### config.mk
export PLATFORM = sky130hd
export DESIGN_NAME = readout_feature_quantizer_flat
export DESIGN_NICKNAME = d
export VERILOG_FILES = /design/src/rtl/readout_feature_quantizer_pkg.sv /design/src/rtl/readout_feature_quantizer_if.sv /design/src/rtl/readout_feature_quantizer_quant_sat.sv /design/src/rtl/readout_feature_quantizer.sv /design/src/flat_wrapper.sv
export SDC_FILE = /design/constraint.sdc
export NUM_CORES = 1
export LEC_CHECK = 0
export ABC_AREA = 1
export CAP_MARGIN = 30
export CELL_PAD_IN_SITES_DETAIL_PLACEMENT = 1
export CELL_PAD_IN_SITES_GLOBAL_PLACEMENT = 2
export CORE_MARGIN = 2
export CORE_UTILIZATION = 35
export DETAILED_ROUTE_END_ITERATION = 8
export PLACE_DENSITY_LB_ADDON = 0.1
export SYNTH_ARGS = -nofsm -noshare
export SYNTH_HDL_FRONTEND = slang
export SYNTH_SLANG_ARGS = --single-unit
### constraint.sdc
create_clock -name clk -period 3.78 [get_ports clk]
set_input_delay 0.567 -clock clk [delete_from_list [all_inputs] [get_ports clk]]
set_output_delay 0.567 -clock clk [all_outputs]
set_load 0.005 [all_outputs]
### src/rtl/readout_feature_quantizer_pkg.sv
// readout_quant_pkg: shared constants and helpers for the readout feature quantizer.
//   - FSM state encodings (ACCUM, QUANT, HOLD, DRAIN)
//   - acc_width(): accumulator width for a given sample width and window
//   - shot_len():  samples per shot
//   - feat_offset(): bit offset of feature k inside the packed output word
package readout_quant_pkg;

    localparam logic [1:0] StAccum = 2'd0;
    localparam logic [1:0] StQuant = 2'd1;
    localparam logic [1:0] StHold  = 2'd2;
    localparam logic [1:0] StDrain = 2'd3;

    // Summing WINDOW samples grows the magnitude by at most log2(WINDOW) bits.
    function automatic int unsigned acc_width(input int unsigned sample_w,
                                              input int unsigned window);
        return sample_w + $clog2(window);
    endfunction

    function automatic int unsigned shot_len(input int unsigned window,
                                             input int unsigned num_bins);
        return window * num_bins;
    endfunction

    function automatic int unsigned feat_offset(input int unsigned k,
                                                input int unsigned in_bits);
        return k * in_bits;
    endfunction

endpackage

### src/rtl/readout_feature_quantizer_if.sv
// readout_feature_quantizer_if: sample stream in, feature vector out, error pulses.
//   s_valid/s_ready/s_i/s_q/s_last : signed I/Q sample stream with shot framing
//   m_valid/m_ready/m_data         : packed quantized feature vector
//   err_short/err_long             : one-cycle malformed-shot pulses
// Modports: master = stream source / feature sink, slave = the quantizer.
interface readout_feature_quantizer_if #(
    parameter int unsigned SAMPLE_W = 12,
    parameter int unsigned NUM_BINS = 4,
    parameter int unsigned IN_BITS  = 2
);
    logic                                s_valid;
    logic                                s_ready;
    logic signed [SAMPLE_W-1:0]          s_i;
    logic signed [SAMPLE_W-1:0]          s_q;
    logic                                s_last;
    logic                                m_valid;
    logic                                m_ready;
    logic [2*NUM_BINS*IN_BITS-1:0]       m_data;
    logic                                err_short;
    logic                                err_long;

    modport master (
        output s_valid, s_i, s_q, s_last, m_ready,
        input  s_ready, m_valid, m_data, err_short, err_long
    );

    modport slave (
        input  s_valid, s_i, s_q, s_last, m_ready,
        output s_ready, m_valid, m_data, err_short, err_long
    );
endinterface

### src/rtl/readout_feature_quantizer_quant_sat.sv
// quant_sat: quantizes one bin sum to an IN_BITS unsigned code.
//   sum  : signed bin sum (ACC_W bits)
//   code : clamp((sum >>> SHIFT) + 2^(IN_BITS-1), 0, 2^IN_BITS-1)
// Build option QUANT_ROUND_EN: adds 2^(SHIFT-1) before the shift (round half up);
// otherwise the shift truncates toward minus infinity.
module quant_sat #(
    parameter int unsigned ACC_W   = 15,
    parameter int unsigned IN_BITS = 2,
    parameter int unsigned SHIFT   = 12
) (
    input  logic signed [ACC_W-1:0] sum,
    output logic [IN_BITS-1:0]      code
);
    // Two guard bits keep the rounding add and the offset add from overflowing.
    localparam int unsigned W = ((ACC_W > SHIFT) ? ACC_W : SHIFT) + 2;
    localparam logic signed [W-1:0] OFFSET   = W'(1) << (IN_BITS - 1);
    localparam logic signed [W-1:0] MAX_CODE = W'((1 << IN_BITS) - 1);

    logic signed [W-1:0] ext;
    logic signed [W-1:0] rnd;
    logic signed [W-1:0] shifted;
    logic signed [W-1:0] biased;

    assign ext = W'(sum);

`ifdef QUANT_ROUND_EN
    localparam logic signed [W-1:0] HALF = W'(1) << (SHIFT - 1);
    assign rnd = ext + HALF;
`else
    assign rnd = ext;
`endif

    assign shifted = rnd >>> SHIFT;
    assign biased  = shifted + OFFSET;

    always_comb begin
        code = biased[IN_BITS-1:0];
        if (biased[W-1]) begin
            code = '0;
        end else if (biased > MAX_CODE) begin
            code = '1;
        end
    end
endmodule

### src/rtl/readout_feature_quantizer.sv
// readout_feature_quantizer: integrates one readout shot of I/Q samples into NUM_BINS
// bins, quantizes the 2*NUM_BINS sums and presents them as one packed word.
//   clk, rst_n : clock, asynchronous active-low reset
//   bus        : readout_feature_quantizer_if.slave (sample stream, feature output,
//                err_short / err_long pulses)
// Build option QUANT_ROUND_EN (inside quant_sat) selects round-half-up quantization.
module readout_feature_quantizer
    import readout_quant_pkg::*;
#(
    parameter int unsigned SAMPLE_W = 12,
    parameter int unsigned WINDOW   = 8,
    parameter int unsigned NUM_BINS = 4,
    parameter int unsigned IN_BITS  = 2,
    parameter int unsigned SHIFT    = 12
) (
    input logic                          clk,
    input logic                          rst_n,
    readout_feature_quantizer_if.slave   bus
);
    localparam int unsigned ACC_W    = acc_width(SAMPLE_W, WINDOW);
    localparam int unsigned SHOT_LEN = shot_len(WINDOW, NUM_BINS);
    localparam int unsigned CNT_W    = $clog2(SHOT_LEN);
    localparam int unsigned LOG_WIN  = $clog2(WINDOW);
    localparam int unsigned BIN_W    = $clog2(NUM_BINS);
    localparam int unsigned NUM_FEAT = 2 * NUM_BINS;
    localparam int unsigned DATA_W   = NUM_FEAT * IN_BITS;

    logic [1:0]               state_q, state_d;
    logic                     drain_q;
    logic [CNT_W-1:0]         cnt_q;
    logic [BIN_W-1:0]         bin;
    logic signed [ACC_W-1:0]  acc_i_q [NUM_BINS];
    logic signed [ACC_W-1:0]  acc_q_q [NUM_BINS];
    logic                     s_ready_q;
    logic                     m_valid_q;
    logic [DATA_W-1:0]        m_data_q;
    logic                     err_short_q;
    logic                     err_long_q;
    logic                     accept;
    logic                     shot_end;
    logic [DATA_W-1:0]        codes_packed;

    // WINDOW is a power of two, so the bin index is the upper counter bits.
    assign bin      = BIN_W'(cnt_q >> LOG_WIN);
    assign accept   = bus.s_valid && s_ready_q;
    assign shot_end = (cnt_q == CNT_W'(SHOT_LEN - 1));

    always_comb begin
        state_d = state_q;
        case (state_q)
            StAccum: if (accept && shot_end) state_d = StQuant;
            StQuant: state_d = StHold;
            StHold:  if (bus.m_ready) state_d = drain_q ? StDrain : StAccum;
            StDrain: if (accept && bus.s_last) state_d = StAccum;
            default: state_d = StAccum;
        endcase
    end

    always_ff @(posedge clk or negedge rst_n) begin
        if (!rst_n) begin
            state_q     <= StAccum;
            drain_q     <= 1'b0;
            cnt_q       <= '0;
            s_ready_q   <= 1'b0;
            m_valid_q   <= 1'b0;
            m_data_q    <= '0;
            err_short_q <= 1'b0;
            err_long_q  <= 1'b0;
            for (int b = 0; b < NUM_BINS; b++) begin
                acc_i_q[b] <= '0;
                acc_q_q[b] <= '0;
            end
        end else begin
            state_q     <= state_d;
            // Registered from the next state so s_ready stays low during reset.
            s_ready_q   <= (state_d == StAccum) || (state_d == StDrain);
            err_short_q <= 1'b0;
            err_long_q  <= 1'b0;
            case (state_q)
                StAccum: begin
                    if (accept) begin
                        acc_i_q[bin] <= acc_i_q[bin] + ACC_W'(bus.s_i);
                        acc_q_q[bin] <= acc_q_q[bin] + ACC_W'(bus.s_q);
                        cnt_q        <= cnt_q + 1'b1;
                        if (shot_end) begin
                            cnt_q      <= '0;
                            drain_q    <= !bus.s_last;
                            err_long_q <= !bus.s_last;
                        end else if (bus.s_last) begin
                            // Early s_last: drop the partial frame, overriding the add.
                            err_short_q <= 1'b1;
                            cnt_q       <= '0;
                            for (int b = 0; b < NUM_BINS; b++) begin
                                acc_i_q[b] <= '0;
                                acc_q_q[b] <= '0;
                            end
                        end
                    end
                end
                StQuant: begin
                    m_data_q  <= codes_packed;
                    m_valid_q <= 1'b1;
                end
                StHold: begin
                    if (bus.m_ready) begin
                        m_valid_q <= 1'b0;
                        for (int b = 0; b < NUM_BINS; b++) begin
                            acc_i_q[b] <= '0;
                            acc_q_q[b] <= '0;
                        end
                    end
                end
                StDrain: begin
                    if (accept && bus.s_last) drain_q <= 1'b0;
                end
                default: ;
            endcase
        end
    end

    for (genvar k = 0; k < NUM_FEAT; k++) begin : g_feat
        logic signed [ACC_W-1:0] feat_sum;
        logic [IN_BITS-1:0]      feat_code;

        // Even features carry I, odd features carry Q of bin k/2.
        assign feat_sum = (k % 2 == 0) ? acc_i_q[k / 2] : acc_q_q[k / 2];

        quant_sat #(
            .ACC_W   (ACC_W),
            .IN_BITS (IN_BITS),
            .SHIFT   (SHIFT)
        ) u_quant_sat (
            .sum  (feat_sum),
            .code (feat_code)
        );

        assign codes_packed[feat_offset(k, IN_BITS) +: IN_BITS] = feat_code;
    end

    assign bus.s_ready   = s_ready_q;
    assign bus.m_valid   = m_valid_q;
    assign bus.m_data    = m_data_q;
    assign bus.err_short = err_short_q;
    assign bus.err_long  = err_long_q;
endmodule

### src/flat_wrapper.sv
// flat-port wrapper written by rule: the top's interface ports become plain ports
module readout_feature_quantizer_flat import readout_quant_pkg::*;
#(
    parameter int unsigned SAMPLE_W = 12,
    parameter int unsigned WINDOW   = 8,
    parameter int unsigned NUM_BINS = 4,
    parameter int unsigned IN_BITS  = 2,
    parameter int unsigned SHIFT    = 12
)
  (clk, rst_n, bus_s_valid, bus_s_i, bus_s_q, bus_s_last, bus_m_ready, bus_s_ready, bus_m_valid, bus_m_data, bus_err_short, bus_err_long);
  readout_feature_quantizer_if #(.SAMPLE_W(SAMPLE_W), .NUM_BINS(NUM_BINS), .IN_BITS(IN_BITS)) bus_i ();
  input logic clk;
  input logic rst_n;
  input wire logic [$bits(bus_i.s_valid)-1:0] bus_s_valid;
  input wire logic [$bits(bus_i.s_i)-1:0] bus_s_i;
  input wire logic [$bits(bus_i.s_q)-1:0] bus_s_q;
  input wire logic [$bits(bus_i.s_last)-1:0] bus_s_last;
  input wire logic [$bits(bus_i.m_ready)-1:0] bus_m_ready;
  output wire logic [$bits(bus_i.s_ready)-1:0] bus_s_ready;
  output wire logic [$bits(bus_i.m_valid)-1:0] bus_m_valid;
  output wire logic [$bits(bus_i.m_data)-1:0] bus_m_data;
  output wire logic [$bits(bus_i.err_short)-1:0] bus_err_short;
  output wire logic [$bits(bus_i.err_long)-1:0] bus_err_long;
  assign bus_i.s_valid = bus_s_valid;
  assign bus_i.s_i = bus_s_i;
  assign bus_i.s_q = bus_s_q;
  assign bus_i.s_last = bus_s_last;
  assign bus_i.m_ready = bus_m_ready;
  assign bus_s_ready = bus_i.s_ready;
  assign bus_m_valid = bus_i.m_valid;
  assign bus_m_data = bus_i.m_data;
  assign bus_err_short = bus_i.err_short;
  assign bus_err_long = bus_i.err_long;
  readout_feature_quantizer #(.SAMPLE_W(SAMPLE_W), .WINDOW(WINDOW), .NUM_BINS(NUM_BINS), .IN_BITS(IN_BITS), .SHIFT(SHIFT)) u_core (.clk(clk), .rst_n(rst_n), .bus(bus_i));
endmodule
==> results.py, run 1 <==
metrics = {
    "final_layout": {
        "drive_above_1_share": 0.05350,
        "antenna_cells": 0,
        "syn2layout_area_growth_pct": 15.50,
        "fin_nets": 1319,
    },
    "power_and_ir_drop": {
        "swShare": 0.4297,
        "intPower_mw": 3.869,
        "worst_ir_drop_vdd_uv": 319.3,
        "power_mw": 6.784,
        "combPwrFrac": 0.439,
        "power_density_nw_per_um2": 653.7,
        "power.leakage_nw": 5.422,
        "seqPwrFrac": 0.302,
        "switchingPower_mw": 2.915,
        "power_frac_clock": 0.259,
    },
    "worst_setup_path": {
        "cp-start-kind": "flop",
        "cp_top_family": "simple AND/OR/NAND/NOR gates",
        "cp_max_fo": 22,
        "max_stage_delay_ns": 0.57,
        "cp.required_ns": 4.15,
        "cp_num_buf_inv": 2,
        "cp-end-kind": "flop",
        "slowest_stage": "nor2_4",
        "crit_chain": "inv_2 -> nor2_4 -> a22oi_1 -> nand2_1 -> ha_1 -> fa_1 -> nand2_1 -> a21oi_1 -> a21oi_1 -> xor2_1 -> o21bai_1 -> inv_1",
        "path_class": "flop to flop",
        "cp.arrival_ns": 3.56,
    },
    "logic_synthesis": {
        "yosys-top-cells-area": "dfrtp_1 (41%), nand2_1 (15%), inv_1 (5.7%), nor2_1 (5.6%), o21ai_0 (4.8%)",
        "synth_area_sq_um": 8985,
        "synth_edf_count": 0,
        "synth_seq_area_share": 0.4122,
        "muxShareOfSynthArea": 0,
        "async_reset_ff_frac": 1.000,
        "synth_top_family_by_area": "simple AND/OR/NAND/NOR gates",
        "synth_xor_xnor_area_share": 0.01365,
        "syn_area_per_cell_sq_um": 7.317,
        "ys_types": 33,
        "syn-instance-count": 1228,
        "synthAdderAreaFrac": 0.04623,
        "yosys_warnings": 0,
        "synth_seq_cells": 148,
        "yosysMostFrequentCell": "nand2_1",
        "synth_ff_type": "dfrtp_1",
        "synth_compound_area_frac": 0.1622,
        "synth_top_area_frac": 0.4122,
        "ys_top_cells_by_count": "nand2_1 (349), dfrtp_1 (148), inv_1 (136)",
        "synth-simple-area-share": 0.2732,
        "synth_top_area_cell": "dfrtp_1",
        "syn-num-nets": 1289,
    },
    "hold_path": {
        "hp-class": "primary input to async pin",
    },
    "clock_network": {
        "cts_tree": "done",
        "clock-sinks": 148,
        "cts_setup_buffers": 0,
        "insertion_delay_ns": 0.44,
        "ctsResizeCount": 0,
        "cts_made_buffers": 17,
        "ctsHtreeMaxLevel": 4,
        "clock_path_buffers": 2,
        "hold_buffers": 0,
        "cts-root-buf": "clkbuf_16",
        "clk_pin_slew_ns": 0.07,
    },
    "die": {
        "core_sq_um": 25180,
        "rows": 58,
        "num_io_pins": 49,
        "die_area_sq_um": 26970,
        "initial_utilization": 0.3568,
        "fp.dieH_microns": 164.2,
        "die_w_microns": 164.2,
    },
    "placement": {
        "place_congestion": 0.8179,
        "hpwl_mm": 18.85,
        "port_buffers": 48,
    },
    "timing": {
        "fin_setup_tns_ns": 0,
        "tightestPinTransition_ns": 0.8747,
        "slew_violations": 0,
        "fmax_mhz": 313.8,
        "hold_violations": 0,
        "finalCritPeriodShare": 0.8432,
        "setup_viol": 0,
        "period_minus_slack_ns": 3.187,
        "finClkSkew_ns": 0.01521,
        "rsz0062_at_grt": "false",
        "relSlewSlack": 0.4162,
    },
    "grt": {
        "grt.total_usage": 0.2183,
        "grt_max_degree": 69,
        "grt_pass1_vias": 8356,
        "grt_pass1_wl_mm": 45.62,
        "antenna_found_initial": 0,
        "overflow": 0,
    },
    "detailed_routing": {
        "wl_per_cell_microns": 17.39,
        "routed_via_density": 5.021,
        "ant_nets": 0,
        "dr_total_vias": 8039,
        "drt_iter0_markers": 394,
        "firstDrtPassIters": 4,
        "routed_wl_mm": 27.84,
        "drc_errors": 0,
    },
    "outcome": {
        "outcome": "finished clean",
    },
    "flow_run": {
        "max_cap_viol_count": 0,
    },
}
## sequential cells by signal, summed over array words and instances (netlist names)
register	flops
u_core.bus.s_ready	1
u_core.cnt_q	5
u_core.g_feat.feat_sum	120
u_core.state_q	2
u_core.bus.m_data	16
u_core.bus.err_long	1
u_core.bus.m_valid	1
u_core.drain_q	1
u_core.bus.err_short	1
## layout by cell type (no fill, tap or decap), drive strengths merged, types with 10 or more instances in the layout
| cell | netlist | layout |
|---|---|---|
| inv | 146 | 149 |
| nand3 | 86 | 86 |
| dfrtp | 148 | 148 |
| o221ai | 10 | 10 |
| clkbuf | 22 | 20 |
| buf | 28 | 14 |
| a21o | 16 | 16 |
| o21ai | 95 | 95 |
| a21oi | 67 | 67 |
| xnor2 | 10 | 10 |
| ha | 30 | 30 |
| a22oi | 37 | 37 |
| o21bai | 16 | 16 |
| clkdlybuf4s50 | 0 | 47 |
| nor2 | 143 | 143 |
| nand2 | 353 | 353 |
## metrics by stage
stage | instances | cell area (sq um) | hold slack (ns) | util | setup WS, ns
detailed placement | 1569 | 9784 | 0.4657 | 0.3886 | 0.6080
CTS | 1601 | 10380 | 0.1568 | 0.4121 | 0.5825
global route | 1601 | 10380 | 0.1721 | 0.4121 | 0.2271
global placement | 1569 | 9784 | 0.4575 | 0.3886 | 0.6988
floorplan | 1228 | 8985 | 0.2714 | - | 1.127
finish | 1601 | 10380 | 0.1344 | 0.4121 | 0.5928
## per-layer routing
metal | up-vias | track usage | wire [microns]
met3 | 12 | 0.03081 | 651
met5 | - | 0 | 0
met2 | 73 | 0.3779 | 13640
li1 | 4033 | - | -
met4 | 0 | 0.04187 | 181
met1 | 3921 | 0.2914 | 13360
## power by group through the flow
stage / clock network, mW / registers [mW] / logic, mW
2_1_floorplan: 0 / 2.00 / 2.20
3_3_place_gp: 0 / 2.07 / 2.98
3_5_place_dp: 0 / 2.07 / 3.01
4_1_cts: 1.81 / 2.05 / 3.03
5_1_grt: 1.86 / 2.08 / 3.41
6_report: 1.76 / 2.05 / 2.98
## area by class of cell
type / instances / area (sq um)
Multi-Input combinational cell: 884 / 4461
Sequential cell: 148 / 3704
Timing Repair Buffer: 61 / 654.4
Tap cell: 330 / 412.9
Fill cell: 3082 / 14800
Inverter: 146 / 553.0
Clock inverter: 12 / 146.4
Clock buffer: 20 / 446.7
## cells by family (layout without fill, tap and decap cells)
family / count (synthesis) / in the layout
simple gates: 592 / 592
compound gates: 246 / 246
buf+inv: 196 / 239
flops: 148 / 148
fa+ha+maj: 32 / 32
xor+xnor: 14 / 14
## final timing paths
| check | slack, ns | startpoint | endpoint | cells past startpoint |
|---|---|---|---|---|
| max | 0.59 | u_core.cnt_q[3] | u_core.g_feat[1].feat_sum[8] | 12 |
| min | 0.13 | rst_n | u_core.bus.err_long | 1 |
| max reg2reg | 0.59 | u_core.cnt_q[3] | u_core.g_feat[1].feat_sum[8] | 12 |
| min reg2reg | 0.48 | u_core.g_feat[5].feat_sum[12] | u_core.g_feat[5].feat_sum[12] | 2 |
| max in group asynchronous | 2.73 | rst_n | u_core.g_feat[1].feat_sum[4] | 2 |
| min in group clk | 0.48 | u_core.g_feat[5].feat_sum[12] | u_core.g_feat[5].feat_sum[12] | 2 |
Power figures use the tool's default switching activity.
==> run 2, diff against run 1 <==
- CORE_UTILIZATION: 35 -> 32
- clock period: 3.78 -> 2.7 ns (I/O delays scaled with it)
==> run 2 against run 1 <==
- the run now ends with negative setup slack left
- die area is 9.1% higher
- design area is 14% higher
- wire length is 5.3% higher
- flip-flop and latch count stayed put
- clock-buffer cell count is 1 higher
- global-route usage is 1.3 points lower
- hold slack better by 0.34 ns
- combinational power is 100% higher
==> results.py, run 2 (synthesis results as in run 1) <==
metrics = {
    "grt": {
        "overflow": 0,
        "grt.total_usage": 0.2048,
        "grt_pass1_vias": 8705,
        "grt_max_degree": 73,
        "grt_pass1_wl_mm": 47.36,
        "antenna_found_initial": 0,
    },
    "detailed_routing": {
        "dr_total_vias": 8483,
        "drt_iter0_markers": 368,
        "ant_nets": 0,
        "firstDrtPassIters": 5,
        "drc_errors": 0,
        "routed_via_density": 4.861,
        "wl_per_cell_microns": 16.79,
        "routed_wl_mm": 29.31,
    },
    "hold_path": {
        "hp-class": "flop to flop",
    },
    "placement": {
        "place_congestion": 0.7641,
        "port_buffers": 48,
        "place_ws_ns": -0.08263,
        "placed_cells": 1698,
        "hpwl_mm": 20.72,
        "dpl_cell_area_sq_um": 10470,
    },
    "clock_network": {
        "clock-sinks": 148,
        "clk_pin_slew_ns": 0.07,
        "cts-root-buf": "clkbuf_16",
        "cts_tree": "done",
        "cts_made_buffers": 17,
        "clock_path_buffers": 2,
        "insertion_delay_ns": 0.43,
        "ctsHtreeMaxLevel": 4,
    },
    "worst_setup_path": {
        "cp_num_buf_inv": 7,
        "path_class": "flop to flop",
        "cp-end-kind": "flop",
        "max_stage_delay_ns": 0.43,
        "cp_top_family": "buffers and inverters",
        "cp.required_ns": 3.02,
        "cp.arrival_ns": 3.04,
        "slowest_stage": "dfrtp_2",
        "cp-start-kind": "flop",
        "cp_max_fo": 8,
        "crit_chain": "buf_6 -> nor2_4 -> buf_12 -> buf_4 -> a22oi_2 -> nand3_2 -> buf_4 -> buf_4 -> ha_4 -> nand2_1 -> nor2_1 -> nand2_1 -> nand3_4 -> xnor2_2 -> buf_4 -> a21o_1 -> inv_1",
        "cp_common_cell": "buf_4",
    },
    "power_and_ir_drop": {
        "power.leakage_nw": 6.024,
        "power_density_nw_per_um2": 954.2,
        "power_mw": 11.32,
        "worst_ir_drop_vdd_uv": 354.2,
    },
    "timing": {
        "finalCritPeriodShare": 1.006,
        "rsz0062_at_grt": "true",
        "setup_viol": 4,
        "worst_slack_ns": -0.01567,
        "fin_setup_tns_ns": -0.04278,
        "fmax_mhz": 368.2,
        "period_minus_slack_ns": 2.716,
        "tightestPinTransition_ns": 0.8144,
        "finClkSkew_ns": 0.01261,
        "slew_violations": 0,
        "hold_violations": 0,
        "relSlewSlack": 0.4565,
    },
    "final_layout": {
        "drive_above_1_share": 0.2129,
        "mostFrequentLayoutCell": "nand2_1",
        "fin_nets": 1415,
        "syn2layout_area_growth_pct": 31.99,
        "largest_reg_flops": 120,
        "fin_cells": 1745,
        "fill_cells": 3398,
        "multi_input_area_sq_um": 5131,
        "final_area_sq_um": 11860,
        "ff_latch_area_sq_um": 3706,
        "final_cell_mix": "nand2_1 (312), dfrtp_1 (146), inv_1 (134), nor2_1 (128), buf_4 (91)",
        "antenna_cells": 0,
    },
    "die": {
        "num_io_pins": 49,
        "core_sq_um": 27710,
        "initial_utilization": 0.3243,
        "fp.dieH_microns": 171.6,
        "die_area_sq_um": 29430,
        "rows": 61,
        "die_w_microns": 171.6,
    },
    "outcome": {
        "outcome": "finished, violations left",
        "violations": "negative setup slack",
    },
    "flow_run": {
        "max_cap_viol_count": 0,
    },
}
-- run 2: cell count changes in the layout (fill, tap and decap cells not counted), sizes merged --
| cell | change |
|---|---|
| clkinv | -4 |
| clkinvlp | +6 |
| dlygate4sd3 | +1 |
| buf | +95 |
| clkbuf | +1 |
| bufinv | -1 |
| inv | -2 |
-- run 2: path summary, 6_finish.rpt --
check | from | cells past startpoint | slack, ns | endpoint
max | u_core.cnt_q[4] | 17 | -0.02 | u_core.g_feat[2].feat_sum[5]
max reg2reg | u_core.cnt_q[4] | 17 | -0.02 | u_core.g_feat[2].feat_sum[5]
min in group asynchronous | rst_n | 2 | 0.54 | u_core.drain_q
max in group asynchronous | rst_n | 3 | 1.51 | u_core.g_feat[7].feat_sum[6]
min reg2reg | u_core.bus.m_valid | 2 | 0.48 | u_core.bus.m_valid
min | u_core.bus.m_valid | 2 | 0.48 | u_core.bus.m_valid
-- run 2: repair_timing --
item | 4_1_cts | 5_1_grt
pin swaps | 3 | 50
hold endpoints to repair | 6 | 0
resized for setup | 10 | 141
buffers inserted | 1 | 15
hold buffers | 1 | 0
setup endpoints to repair | 56 | 88
-- run 2: layer usage --
layer  share of wire  up-vias  track usage
met4          0.0075        0      0.03648
met1            0.50     4171       0.2877
li1                -     4231            -
met3           0.015       13      0.02163
met2            0.48       68       0.3440
met5               0        -            0
-- run 2: worst register-to-register path, stage by stage (launching register included) --
cell and delay, ns:
dfrtp_2 0.43, buf_6 0.13, nor2_4 0.04, buf_12 0.14, buf_4 0.16, a22oi_2 0.23
nand3_2 0.13, buf_4 0.15, buf_4 0.13, ha_4 0.26, nand2_1 0.05, nor2_1 0.10
nand2_1 0.10, nand3_4 0.14, xnor2_2 0.14, buf_4 0.16, a21o_1 0.10, inv_1 0.03
-- run 2: metrics by stage --
step                hold slack, ns  utilization
floorplan                   0.1094            -
global placement            0.4576       0.3777
detailed placement          0.4575       0.3777
CTS                         0.4840       0.3997
global route                0.4936       0.4280
finish                      0.4778       0.4280
-- run 2: final cells by class --
cell class | instances | share of cell area
Multi-Input combinational cell | 884 | 0.4327
Clock inverter | 11 | 0.008863
Tap cell | 378 | 0.03988
Sequential cell | 148 | 0.3125
Inverter | 146 | 0.04663
Timing Repair Buffer | 157 | 0.1214
Clock buffer | 21 | 0.03798
-- run 2: power by group --
group          internal (mW)  leakage (nW)  switching, mW
clock                   1.30         0.248           1.04
combinational           2.64          3.77           3.45
sequential              2.59          2.01          0.311
total                   6.52          6.02           4.80
